<file path="config.mk">
export PLATFORM = sky130hd
export DESIGN_NAME = cart_loader
export DESIGN_NICKNAME = d
export VERILOG_FILES = /design/src/rtl/cart_loader.sv
export SDC_FILE = /design/constraint.sdc
export NUM_CORES = 1
export LEC_CHECK = 0
export ABC_AREA = 1
export CAP_MARGIN = 30
export CORE_ASPECT_RATIO = 1.25
export CORE_MARGIN = 1
export CORE_UTILIZATION = 54
export CTS_BUF_LIST = sky130_fd_sc_hd__clkbuf_8
export CTS_CLUSTER_DIAMETER = 60
export CTS_CLUSTER_SIZE = 25
export DETAILED_ROUTE_END_ITERATION = 10
export DONT_BUFFER_PORTS = 1
export PLACE_DENSITY_LB_ADDON = 0.25
export SETUP_SLACK_MARGIN = 0.4
export SYNTH_ARGS = -nofsm -noshare
export SYNTH_HDL_FRONTEND = slang
export SYNTH_SLANG_ARGS = --single-unit
</file>
<file path="constraint.sdc">
create_clock -name clk -period 2.3 [get_ports clk]
set_input_delay 0.575 -clock clk [delete_from_list [all_inputs] [get_ports clk]]
set_output_delay 0.575 -clock clk [all_outputs]
set_load 0.005 [all_outputs]
</file>
<file path="src/rtl/cart_loader.sv">
// Cartridge ROM loader: streams an HPS download into a single-port ROM BRAM,
// then serves cartridge-mapper reads from the same BRAM while the core runs.
module cart_loader (
  input  logic        clk,
  input  logic        reset,
  input  logic        ioctl_download,
  input  logic        ioctl_wr,
  input  logic [24:0] ioctl_addr,
  input  logic [7:0]  ioctl_dout,
  input  logic [23:0] ioctl_ext,
  input  logic [1:0]  sc_mode,
  input  logic        cpu_req,
  input  logic [14:0] cpu_addr,
  output logic        cpu_ack,
  output logic [7:0]  cpu_data,
  output logic [14:0] mem_addr,
  output logic        mem_we,
  output logic [7:0]  mem_din,
  input  logic [7:0]  mem_dout,
  output logic        core_reset,
  output logic [3:0]  force_bs,
  output logic        sc,
  output logic [16:0] rom_size,
  output logic        busy
);

  typedef enum logic [1:0] {S_IDLE, S_LOAD, S_HOLD, S_RUN} state_t;

  localparam logic [16:0] ROM_SIZE_MAX = 17'h1FFFF;

  state_t      state_q, state_d;
  logic [3:0]  hold_cnt_q, hold_cnt_d;
  logic [16:0] rom_size_q, rom_size_d;
  logic [3:0]  force_bs_q, force_bs_d;
  logic        sc_q, sc_d;
  logic        ack_q, ack_d;
  logic [7:0]  data_q, data_d;

  function automatic logic [3:0] decode_bs(input logic [23:0] ext);
    case (ext)
      ".F8":   decode_bs = 4'd1;
      ".F6":   decode_bs = 4'd2;
      ".FE":   decode_bs = 4'd3;
      ".E0":   decode_bs = 4'd4;
      ".3F":   decode_bs = 4'd5;
      ".F4":   decode_bs = 4'd6;
      ".P2":   decode_bs = 4'd7;
      ".FA":   decode_bs = 4'd8;
      ".CV":   decode_bs = 4'd9;
      ".UA":   decode_bs = 4'd11;
      default: decode_bs = 4'd0;
    endcase
  endfunction

  function automatic logic decode_sc(input logic [7:0] last_char, input logic [1:0] mode);
    case (mode)
      2'd0:    decode_sc = (last_char == "S");
      2'd1:    decode_sc = 1'b0;
      default: decode_sc = 1'b1;
    endcase
  endfunction

  always_comb begin
    state_d    = state_q;
    hold_cnt_d = 4'd0;
    rom_size_d = rom_size_q;
    force_bs_d = force_bs_q;
    sc_d       = sc_q;
    ack_d      = 1'b0;
    data_d     = ack_q ? mem_dout : data_q;
    mem_we     = 1'b0;
    mem_addr   = cpu_addr;
    mem_din    = ioctl_dout;

    case (state_q)
      S_IDLE: state_d = ioctl_download ? S_LOAD : S_HOLD;
      S_LOAD: begin
        if (ioctl_wr) begin
          if (rom_size_q != ROM_SIZE_MAX) rom_size_d = rom_size_q + 17'd1;
          // Bytes past 32 KiB are counted but have no BRAM location.
          if (ioctl_addr[24:15] == 10'd0) begin
            mem_we   = 1'b1;
            mem_addr = ioctl_addr[14:0];
          end
        end
        if (!ioctl_download) state_d = S_HOLD;
      end
      S_HOLD: begin
        if (ioctl_download) begin
          state_d = S_LOAD;
        end else begin
          hold_cnt_d = hold_cnt_q + 4'd1;
          if (hold_cnt_q == 4'hF) state_d = S_RUN;
        end
      end
      S_RUN: begin
        // A request on the final RUN cycle is still acknowledged after leaving RUN.
        ack_d = cpu_req;
        if (ioctl_download) state_d = S_LOAD;
      end
      default: state_d = S_IDLE;
    endcase

    if (state_d == S_LOAD && state_q != S_LOAD) begin
      rom_size_d = 17'd0;
      force_bs_d = decode_bs(ioctl_ext);
      sc_d       = decode_sc(ioctl_ext[7:0], sc_mode);
    end
  end

  always_ff @(posedge clk) begin
    if (reset) begin
      state_q    <= S_IDLE;
      hold_cnt_q <= 4'd0;
      rom_size_q <= 17'd0;
      force_bs_q <= 4'd0;
      sc_q       <= 1'b0;
      ack_q      <= 1'b0;
      data_q     <= 8'd0;
    end else begin
      state_q    <= state_d;
      hold_cnt_q <= hold_cnt_d;
      rom_size_q <= rom_size_d;
      force_bs_q <= force_bs_d;
      sc_q       <= sc_d;
      ack_q      <= ack_d;
      data_q     <= data_d;
    end
  end

  // Read data comes straight from the BRAM on the ack cycle, then is held.
  assign cpu_ack    = ack_q;
  assign cpu_data   = ack_q ? mem_dout : data_q;
  assign core_reset = (state_q != S_RUN);
  assign busy       = (state_q != S_RUN);
  assign force_bs   = force_bs_q;
  assign sc         = sc_q;
  assign rom_size   = rom_size_q;

endmodule

</file>
==> results.sh <==
export IMPL_fin_crit_sh=0.8705
export IMPL_total_clock_sinks=37
export IMPL_netlist_top_cells_count="sky130_fd_sc_hd__nand2_1, sky130_fd_sc_hd__nor2_1, sky130_fd_sc_hd__dfxtp_1"
export IMPL_synth_async_reset_ratio=0
export IMPL_timing_final_max_slew_violations=0
export IMPL_grt_remaining_overflow=0
export IMPL_cell_internal_pwr_mw=0.9469
export IMPL_grt_pass1_wl_mm=7.817
export IMPL_layout_cells_sized_above_1=0.1941
export IMPL_end_kind="output pin"
export IMPL_r2r_start="rom_size[0]"
export IMPL_io_pins=144
export IMPL_die_span_in_x_um=59.92
export IMPL_dominant_cell_by_count_in_the_synthesized_netlist="sky130_fd_sc_hd__nand2_1"
export IMPL_synth_top_cell_by_area="sky130_fd_sc_hd__dfxtp_1"
export IMPL_floorplan_initialDensity=0.5792
export IMPL_detailed_router_s_first_iteration_violation_count=75
export IMPL_mux_share_of_post_synthesis_cell_area=0
export IMPL_maxCapViolCount=0
export IMPL_reg2reg_slack_ps=350
export IMPL_total_detailed_routing_wirelength_mm=5.314
export IMPL_place_detailed_instances=411
export IMPL_grt_pass1_vias=1940
export IMPL_tritoncts_num_buffers=5
export IMPL_final_cell_count_no_fill=425
export IMPL_min_delay_path_depth=1
export IMPL_cts_hold_buffers_added=0
export IMPL_diodes=0
export IMPL_ys_warnings_count=0
export IMPL_synth_simple_area_share=0.4591
export IMPL_cpLargestDelayFamily="simple AND/OR/NAND/NOR gates"
export IMPL_synth_compound_area_frac=0.08122
export IMPL_synth_edf_count=0
export IMPL_synth_xor_xnor_area_share=0.01547
export IMPL_cp_start_kind="input port"
export IMPL_depth_of_the_cts_h_tree=2
export IMPL_drt_pass1_iterations=4
export IMPL_syn_mean_instance_area_um2=6.222
export IMPL_clk_latency_ps=280
export IMPL_cp_max_delay_cell="sky130_fd_sc_hd__nor4_2"
export IMPL_post_synth_top_area_fraction=0.3271
export IMPL_setup_repair_after_global_routing_missed_its_margin="yes"
export IMPL_power_density_nw_per_um2=479.5
export IMPL_synthTopCellsByArea="sky130_fd_sc_hd__dfxtp_1, sky130_fd_sc_hd__nand2_1, sky130_fd_sc_hd__nor2_1"
export IMPL_switching_fraction_of_total_power=0.2308
export IMPL_std_cell_rows=25
export IMPL_critical_path_max_stage_delay_ps=240
export IMPL_fmax_mhz=499.5
export IMPL_max_vdd_ir_drop_mv=0.3814
export IMPL_criticalPathCategory="input port to output pin"
export IMPL_number_of_port_buffers=0
export IMPL_finalCriticalPeriod_ps=2002
export IMPL_syn2layout_area_growth_pct=13.37
export IMPL_hold_path_class="input port to flip-flop"
export IMPL_hp_start="reset"
export IMPL_finalSetupTns_ps=0
export IMPL_vias_per_cell=5.322
export IMPL_post_synth_inst_count=364
export IMPL_timing_critical_path_fanout_max=15
export IMPL_crit_path_frequent_cell="sky130_fd_sc_hd__nand2_1"
export IMPL_mappedNetlistNets=454
export IMPL_clk_root_buffer_cell="sky130_fd_sc_hd__clkbuf_8"
export IMPL_grt_usage=0.2286
export IMPL_ff2ff_path_depth=14
export IMPL_run_status="finished clean"
export IMPL_cp_arrival_ps=1430
export IMPL_fin_util=0.6566
export IMPL_die_y_um=74.41
export IMPL_clockPowerShare=0.401
export IMPL_clock_tree_buffer_depth=2
export IMPL_worst_r2r_endpoint="rom_size[15]"
export IMPL_clock_tree_from_tritoncts="done"
export IMPL_placed_cell_area_um2=2308
export IMPL_grt_start_max_net_pins=17
export IMPL_synth_lib_cells_used_distinct=32
export IMPL_synth_seq_area_share=0.3271
export IMPL_core_area_um2=3910
export IMPL_detail_route_drc_violations=0
export IMPL_power_leakage_nw=1.140
export IMPL_slew_headroom=0.7945
export IMPL_cts_clk_slew_worst_paths_ps=70
export IMPL_timing_final_setup_violations=0
export IMPL_routed_wire_length_per_instance_um=12.50
export IMPL_seq_power_share=0.526
export IMPL_worst_slew_pin_slew_ps=307.9
export IMPL_report_final_hold_viol_count=0
export IMPL_syn_cell_area_um2=2265
export IMPL_path_buf_inv=1
export IMPL_fill_cell_instance_count_of_the_final_layout=361
export IMPL_power_switching_mw=0.2842
export IMPL_required_ps=1730
export IMPL_synthFlopType="sky130_fd_sc_hd__dfxtp_1"
export IMPL_fin_worst_skew_ps=2.184
export IMPL_fp_dieArea_um2=4458
export IMPL_place_hpwl_mm=4.090
export IMPL_synth_top_family_by_area="simple AND/OR/NAND/NOR gates"
export IMPL_postRouteAntennaNets=0
export IMPL_dr_total_vias=2262
export IMPL_yosys_area_share_adder=0.01657
export IMPL_postSynthRegisterBits=37
export IMPL_globalplace_congestion=0.8735
export IMPL_final_design_area_no_fill_um2=2567
export IMPL_antenna_found_initial=0
export IMPL_comb_power_share=0.073
export IMPL_final_nets=460
export IMPL_crit_chain="nor2_4, nand2_1, nor4_2, nand3_2, buf_6, nand2_1, nand2_1"
export IMPL_hold_path_end="data_q[1]"
==> placed cells by master, fill, tap and decap left out, types with 2 or more instances in the layout <==
master	netlist	routed
sky130_fd_sc_hd__nand2_4	1	2
sky130_fd_sc_hd__xor2_1	3	3
sky130_fd_sc_hd__nor2_2	5	4
sky130_fd_sc_hd__dfxtp_4	0	3
sky130_fd_sc_hd__nand4_1	5	5
sky130_fd_sc_hd__nand2_1	124	121
sky130_fd_sc_hd__nor3_2	3	3
sky130_fd_sc_hd__nand2_2	4	6
sky130_fd_sc_hd__dfxtp_2	0	8
sky130_fd_sc_hd__clkinv_2	1	2
sky130_fd_sc_hd__inv_1	29	27
sky130_fd_sc_hd__nand3_1	19	19
sky130_fd_sc_hd__nor2_1	57	53
sky130_fd_sc_hd__dfxtp_1	37	26
sky130_fd_sc_hd__buf_6	0	4
sky130_fd_sc_hd__buf_4	10	9
sky130_fd_sc_hd__inv_4	0	2
sky130_fd_sc_hd__inv_2	5	5
sky130_fd_sc_hd__o21ai_0	8	5
sky130_fd_sc_hd__nor3_1	6	5
sky130_fd_sc_hd__clkbuf_8	0	7
sky130_fd_sc_hd__nor2_4	2	7
sky130_fd_sc_hd__a21oi_1	22	22
sky130_fd_sc_hd__nor3_4	2	3
sky130_fd_sc_hd__o21ai_1	4	7
==> worst reg2reg max path: cells and delay by family, from the launching register on <==
family / cells / cell delay [ps]
and+or+nand+nor: 9 / 860
adders and majority gates: 2 / 360
DFF: 1 / 340
buffers and inverters: 2 / 140
AOI/OAI and AO/OA: 1 / 140
==> per-stage QoR <==
stage                     hold slack (ps)  power [mW]  worst slack (ps)
after floorplan                     417.5      0.7472             250.9
after global placement              433.1      0.7493             245.4
after detailed placement            447.0      0.7502             219.5
after CTS                           343.3       1.241             265.5
after global routing                335.7       1.277             210.4
final                               352.7       1.231             298.0
==> registers in the layout, summed over array words and instances, names as in the netlist <==
register / count
hold_cnt_q: 4
force_bs: 4
sc: 1
data_q: 8
rom_size: 17
cpu_ack: 1
state_q: 2
==> logic make-up (layout without fill, tap and decap cells) <==
logic type	count (synthesis)	after routing
adder cells (fa/ha/maj)	3	3
buffers and inverters	50	57
flip-flops	37	37
AO/OA/AOI/OAI	36	36
AND/OR/NAND/NOR	234	234
XOR/XNOR	4	4
==> metal layers <==
metal | GRT usage | wire length, um
met5 | 0 | 0
met4 | 0.1034 | 123
met3 | 0.05913 | 334
met2 | 0.4148 | 2784
met1 | 0.2439 | 2072
==> power groups by stage <==
| stage | registers, mW | logic [mW] | clock network (mW) |
|---|---|---|---|
| 2_1_floorplan | 0.664 | 0.0827 | 0 |
| 3_3_place_gp | 0.665 | 0.0840 | 0 |
| 3_5_place_dp | 0.665 | 0.0848 | 0 |
| 4_1_cts | 0.651 | 0.0871 | 0.503 |
| 5_1_grt | 0.647 | 0.104 | 0.526 |
| 6_report | 0.647 | 0.0900 | 0.494 |
==> final cells by class <==
class	count	area, um2	share of cell area
clock buffer	7	96.34	0.03752
clock inverter	1	5.005	0.001949
inverter	36	146.4	0.05702
multi-input combinational	277	1378	0.5365
sequential	37	762.0	0.2968
tap	54	67.56	0.02632
timing repair buffer	13	112.6	0.04386
==> timing repair <==
item | 4_1_cts | 5_1_grt
pin swaps | 6 | 6
resized for setup | 20 | 24
endpoints found under the hold margin | 0 | 0
cloned | 0 | 0
endpoints found under the setup margin | 25 | 35
buffers inserted | 3 | 3
==> how the worst max path moves through the flow <==
stage / cells past startpoint / slack, ps / from / to
global route: 7 / 210 / ioctl_addr[18] / mem_addr[0]
floorplan: 8 / 250 / ioctl_addr[18] / mem_addr[11]
global placement: 7 / 250 / ioctl_addr[18] / mem_addr[14]
detailed placement: 7 / 220 / ioctl_addr[18] / mem_addr[14]
CTS: 7 / 270 / ioctl_addr[18] / mem_addr[3]
finish: 7 / 300 / ioctl_addr[18] / mem_addr[1]
Note: power is estimated with default switching activity, not from simulation.
